$ cat config.mk
export PLATFORM = sky130hd
export DESIGN_NAME = smc_apb_lite_master
export DESIGN_NICKNAME = d
export VERILOG_FILES = /design/src/rtl/smc_apb_lite_master.sv
export SDC_FILE = /design/constraint.sdc
export NUM_CORES = 1
export LEC_CHECK = 0
export BUFFER_PORTS_ARGS = -buffer_cell sky130_fd_sc_hd__buf_2
export CORE_AREA = 2 2 89 91
export CTS_BUF_LIST = sky130_fd_sc_hd__clkbuf_8
export CTS_CLUSTER_SIZE = 12
export DETAILED_ROUTE_END_ITERATION = 10
export DIE_AREA = 0 0 91 93
export PLACE_DENSITY = 0.74
export SYNTH_ARGS = -nofsm -noshare
export SYNTH_HDL_FRONTEND = slang
export SYNTH_SLANG_ARGS = --single-unit
$ cat constraint.sdc
create_clock -name pclk -period 1.5 [get_ports pclk]
set_input_delay 0.15 -clock pclk [delete_from_list [all_inputs] [get_ports pclk]]
set_output_delay 0.15 -clock pclk [all_outputs]
set_load 0.01 [all_outputs]
$ cat src/rtl/smc_apb_lite_master.sv
// smc_apb_lite_master: single-outstanding APB master with ACCESS wait timeout
module smc_apb_lite_master #(
   parameter logic [7:0] TIMEOUT = 8'd16
) (
   input  logic        pclk,
   input  logic        preset,
   input  logic        req_valid,
   output logic        req_ready,
   input  logic        req_write,
   input  logic [4:0]  req_addr,
   input  logic [31:0] req_wdata,
   output logic        rsp_valid,
   output logic [31:0] rsp_rdata,
   output logic        rsp_err,
   output logic        psel,
   output logic        penable,
   output logic        pwrite,
   output logic [4:0]  paddr,
   output logic [31:0] pwdata,
   input  logic [31:0] prdata,
   input  logic        pready
);
   typedef enum logic [1:0] {IDLE, SETUP, ACCESS} state_t;
   state_t state;
   logic [7:0] cnt;
   logic timeout_hit;
   assign timeout_hit = (TIMEOUT != 8'd0) && (cnt == TIMEOUT);
   always_ff @(posedge pclk) begin
      if (preset) begin
         state     <= IDLE;
         cnt       <= 8'd0;
         req_ready <= 1'b0;
         psel      <= 1'b0;
         penable   <= 1'b0;
         pwrite    <= 1'b0;
         paddr     <= 5'd0;
         pwdata    <= 32'd0;
         rsp_valid <= 1'b0;
         rsp_err   <= 1'b0;
         rsp_rdata <= 32'd0;
      end else begin
         rsp_valid <= 1'b0;
         case (state)
            IDLE: begin
               if (req_valid && req_ready) begin
                  state     <= SETUP;
                  req_ready <= 1'b0;
                  psel      <= 1'b1;
                  pwrite    <= req_write;
                  paddr     <= req_addr;
                  pwdata    <= req_wdata;
               end else begin
                  req_ready <= 1'b1;
               end
            end
            SETUP: begin
               state   <= ACCESS;
               penable <= 1'b1;
               cnt     <= 8'd0;
            end
            ACCESS: begin
               // pready wins over a timeout reached in the same cycle
               if (pready || timeout_hit) begin
                  state     <= IDLE;
                  psel      <= 1'b0;
                  penable   <= 1'b0;
                  req_ready <= 1'b1;
                  rsp_valid <= 1'b1;
                  rsp_err   <= !pready;
                  rsp_rdata <= (pready && !pwrite) ? prdata : 32'd0;
               end else begin
                  cnt <= (cnt == 8'hFF) ? cnt : cnt + 8'd1;
               end
            end
            default: state <= IDLE;
         endcase
      end
   end
endmodule

==> Word level (Yosys, flattened, before mapping) <==
Index checks and enable logic that the tools add are counted.
{ "classes": {"bitwise_logic": 1, "reduce_logical": 16, "muxes": 15, "eq_ne": 8, "addsub": 1} }
{ "op_table": {"columns": ["op", "n"], "rows": [
  ["$mux W32", 1],
  ["$mux W8", 2],
  ["$pmux W8 S2", 1],
  ["$reduce_and A2 Y1", 5],
  ["$add A8 B1 Y8 const B", 1],
  ["$eq A8 B5 Y1 const B", 1],
  ["$eq A8 B8 Y1 const B", 1],
  ["$ne A2 B2 Y1 const B", 4],
  ["$pmux W1 S2", 3],
  ["$pmux W2 S3", 1],
  ["$reduce_and A3 Y1", 2],
  ["$mux W1", 5],
  ["$mux W2", 2],
  ["$reduce_bool A2 Y1", 2],
  ["$eq A2 B1 Y1 const B", 1],
  ["$eq A2 B2 Y1 const B", 1],
  ["$logic_and A1 B1 Y1", 2],
  ["$logic_not A1 Y1", 2],
  ["$logic_not A2 Y1", 1],
  ["$reduce_or A2 Y1", 1],
  ["$logic_or A1 B1 Y1", 1],
  ["$not A1 Y1", 1]
]} }
{ "word_totals": {"out_inout_bits": 75, "word_cells": 52, "inputBits": 74, "register_bits": 85} }

==> Longest topological paths before layout <==
{ "depth": {"depth_word": 4, "mapped_depth": 7, "ltp_nobuf": 6} }

==> Least setup slack after synthesis <==
Ideal clock, no wire load.
{ "synth_path": {"path_kind": "register to register", "startpoint": "reg state[0]", "endpoint": "reg rsp_rdata[0]", "path_buffers": 1, "arrival_time_ns": 1.455, "setup_slack_ns": -0.071, "setup_ns": 0.117, "stages_incl_launch_ff": 8, "period_less_slack_ns": 1.571, "required_ns": 1.383, "path_cell_list": "dfxtp_1 -> inv_1 -> ha_1 -> nor4b_4 -> a22o_4 -> nor2_4 -> buf_6 -> a22o_1"} }
{ "synth_between": {"elab_chain_len": 2} }
{ "synth_lines": {"columns": ["element", "line_no", "text"], "rows": [
  ["from (decl)", "24", "state_t state;"],
  ["from (signal assigned)", "30", "state <= IDLE;"],
  ["from (signal assigned)", "46", "state <= SETUP;"],
  ["from (signal assigned)", "57", "state <= ACCESS;"],
  ["$eq A2 B2 Y1", "43", "case (state)"],
  ["$reduce_and A2 Y1 (no line)", null, null],
  ["to (signal assigned)", "70", "rsp_rdata <= (pready && !pwrite) ? prdata : 32'd0;"],
  ["to (decl)", "13", "output logic [31:0] rsp_rdata,"]
]} }
No other way between the ends.
A chain may end at the register's enable or synchronous reset.

==> Worst setup path in the final report <==
{ "layout_path": {"startpoint": "reg state[0]", "endpoint": "reg cnt[3]"} }
{ "layout_between": {"elab_chain_len": 3, "word_cells_on_any_way": 7, "classes_between": "4 x eq/ne; 1 x mux; 2 x reduce/logical"} }
{ "layout_lines": {"columns": ["element", "line_no", "text"], "rows": [
  ["$eq A2 B2 Y1 / $eq A2 B1 Y1 (equally long branches)", "43", null],
  ["$ne A2 B2 Y1 (no line) / $reduce_bool A2 Y1 (equally long branches)", null, null],
  ["$reduce_and A3 Y1 (no line)", null, null],
  ["to (signal assigned)", "72", "cnt <= (cnt == 8'hFF) ? cnt : cnt + 8'd1;"],
  ["to (decl)", "25", "logic [7:0] cnt;"]
]} }
Several ways; a longest one is shown, not always the timed one.

==> results by group <==
Synth
  • Synth Instances: roughly 340
  • Syn Nets: 416
  • Seq/Total Area, Yosys: 0.5388
  • Count leader, synth: dfxtp_1
  • Mapped Area: around 3200 sq um
  • Commonest cells in the netlist: 85 x dfxtp_1, 82 x nand2_1, 45 x a21oi_1
  • Distinct cell type count after synthesis: 40
  • EDFF count, synth: 0
  • Ys async rst share: 0
  • Synth area leader: dfxtp_1
  • Yosys synthesis warning count: 0
  • #FFs+latches synth: 85
  • Synth top area cells: dfxtp_1 54%, nand2_1 9.7%, a22o_1 8.9%
  • Mapped Avg Cell Area: approximately 9.4 sq um
  • Top-area cell type share of the netlist area: 0.5388
  • Top_reg_cell synth: dfxtp_1

Status
  • Failing checks: negative setup slack
  • Status: finished with violations

Worst setup path
  • Crit path kind: flip-flop to flip-flop
  • Worst r2r dst: cnt[3]
  • R2R cell count: 8
  • Critical Path Start Type: flip-flop
  • R2R Setup Slk: -0.12 ns
  • CP required: 1.75 ns
  • Crit path max fanout: 5
  • Crit path DAT: about 1.9 ns
  • Reg2reg start: state[0]
  • Worst setup EP type: flip-flop

Worst hold path
  • Worst Hold Depth: 2
  • Hold Path Origin: prdata[1]
  • Hold EP: rsp_rdata[1]
  • Hold crit path type: primary input to flip-flop

Timing
  • Max-slew headroom: 0.6662
  • Final Hold Vio Count: 0
  • Slew @ Worst Pin: about 0.5 ns
  • RSZ-0062 raised after global routing: true
  • Hold Slack: 0.01154 ns
  • Fin crit share: 1.078
  • Max Clock Skew: approximately 0.012 ns
  • Final setup viols: 42
  • Highest clock rate: 618.3 MHz
  • Count of pins over their slew limit: 0
  • Setup TNS: -2.506 ns
  • Setup ws final: -0.1173 ns
  • Minimum clock period after layout: around 1.6 ns

Routing
  • Routed wire length: 9.767 mm
  • Residual DRC: 0
  • First-pass DRT Iterations: 6
  • Wire per inst: ~15 um
  • Via-to-Cell Ratio: 5.079
  • Routed vias: roughly 3,300
  • Starting DRT DRC Count: roughly 190
  • Post-route ant nets: 0

Cells and area
  • # fillers: 602
  • Area grow syn2layout: 58.20%
  • Area of the multi-input gates: 1516 sq um
  • Ant. Diodes: 0
  • Post-layout instance area: 4996 sq um
  • Layout cells sized above 1: 0.4679
  • FF/Latch Area: approximately 1700 sq um
  • Post-route insts no fill: 647
  • Nets@finish: roughly 620

Clock network
  • Maximum clock path buffer count: 2
  • CTS root buffer: clkbuf_8
  • CTS clk-pin slew, worst paths: around 0.10 ns
  • CTS Buf Count: 9
  • H-tree depth: 3
  • Clock sinks: 85
  • Skew-Pair Late Insertion Delay: 0.35 ns
  • CTS tree: done

GRT
  • GR Layer Usage met2: 0.3660
  • Grt ovf: 0
  • Initial antenna violation count: 0
  • Largest net degree at the start of global routing: 39
  • Grt met1 use: 0.2572
  • M3 GR Usage: 0.03304
  • GRT busiest layer: met2
  • Vias in the first global route: between 2,000 and 3,000
  • GRT Overall Usage: 0.2085
  • First-pass GRT wire length: ~14 mm

Pwr
  • Pleak: between 2 and 2.5 nW
  • Psw: 0.001339 W
  • Worst vdd ir: between 0.5 and 0.6 mV
  • Clock network fraction of total power: 0.343
  • Int Power: between 0.003 and 0.004 W
  • Sequential power share: 0.492
  • Switching Share: 0.2738
  • Comb pwr share: 0.166
  • Power Density: 978.8 nW/um^2

Die
  • Total die area: between 8000 and 9000 sq um
  • Core ar.: about 7500 sq um
  • Core Rows: 32
  • IO Count: around 150
  • Initial core utilization: 0.4195
  • Chip Height: just over 90 um
  • Die width: ~90 um

Flow run
  • Max-cap violations: 0

Place
  • Detail Placement HPWL: 5.923 mm
  • Post-place setup slack: -0.3554 ns
  • Final Wtd Congestion: slightly above 0.9
  • Area after DPL: roughly 4200 sq um
  • Port Buffers: roughly 150
  • Cells after DPL: about 600
[cells by family after synthesis]
group           count (synthesis)  share of synthesized area
compound gates                107                     0.2306
fa+ha+maj                       5                    0.01981
simple gates                  113                     0.1680
flops                          85                     0.5388
buf+inv                        27                    0.04279
[state kept, by name, summed over array words and instances, names as in the netlist]
register and flops:
psel 1, pwdata 32, paddr 5, penable 1, req_ready 1, rsp_valid 1
rsp_rdata 32, state 2, rsp_err 1, cnt 8, pwrite 1
[worst max-delay path: stages (launching register included)]
cell and delay [ns]:
dfxtp_2 0.34, inv_2 0.07, ha_4 0.16, buf_6 0.10, nand4_1 0.20, o21ai_4 0.28
buf_6 0.13, nor2_2 0.03, a32o_1 0.20
[area by class of cell]
class                   count  share of cell area
inverters                   6            0.004508
well taps                 102             0.02554
multi-input cells         226              0.3035
repair buffers            212              0.2835
flip-flops and latches     85              0.3421
clock inverters             7             0.01603
clock buffers               9             0.02479
[power groups by stage]
stage / clock [W] / combinational [W] / sequential [W]
floorplan: 0 / 0.000285 / 0.00250
global route: 0.00179 / 0.000880 / 0.00242
global placement: 0 / 0.000638 / 0.00245
CTS: 0.00171 / 0.000749 / 0.00240
finish: 0.00168 / 0.000811 / 0.00240
detailed placement: 0 / 0.000646 / 0.00245
[routing by layer]
layer | vias up | share of wire
met2 | 105 | 0.52
met5 | - | 0
met1 | 1567 | 0.41
li1 | 1592 | -
met4 | 0 | 0.020
met3 | 22 | 0.045
[worst max-delay path by stage]
| stage | from | end | slack [ns] | cells past startpoint |
|---|---|---|---|---|
| after floorplan | cnt[0] | rsp_rdata[0] | 0.002 | 7 |
| after global placement | cnt[0] | rsp_rdata[6] | -0.29 | 6 |
| after detailed placement | cnt[0] | rsp_rdata[7] | -0.36 | 6 |
| after CTS | state[0] | cnt[3] | -0.13 | 8 |
| after global routing | state[0] | cnt[3] | -0.19 | 8 |
| final | state[0] | cnt[3] | -0.12 | 8 |
[layout by cell type, fill, tap and decap left out, drive strengths merged, types with 2 or more instances in the layout]
cell type	n
inv	10
a311oi	2
nand3	5
a22o	33
buf	196
a31oi	4
nor2b	5
o21ai	10
a21oi	45
and3	3
ha	5
o21a	2
nand4	3
clkbuf	11
nand2	82
nor3	2
o31ai	2
a21boi	2
nor2	7
dfxtp	85
dlygate4sd3	14
[metrics by stage]
stage / utilization / total power (W)
finish: 0.6637 / 0.004890
global route: 0.6637 / 0.005088
CTS: 0.6466 / 0.004865
detailed placement: 0.5643 / 0.003100
global placement: 0.5643 / 0.003087
floorplan: - / 0.002782
[repair_timing]
action / CTS / global route
endpoints found under the hold margin: 13 / 1
gates cloned: 3 / 2
pin swaps: 31 / 23
hold buffers: 13 / 1
resized for setup: 34 / 15
setup endpoints to repair: 44 / 66
buffers inserted: 8 / 1
(Power assumes the default switching activity.)
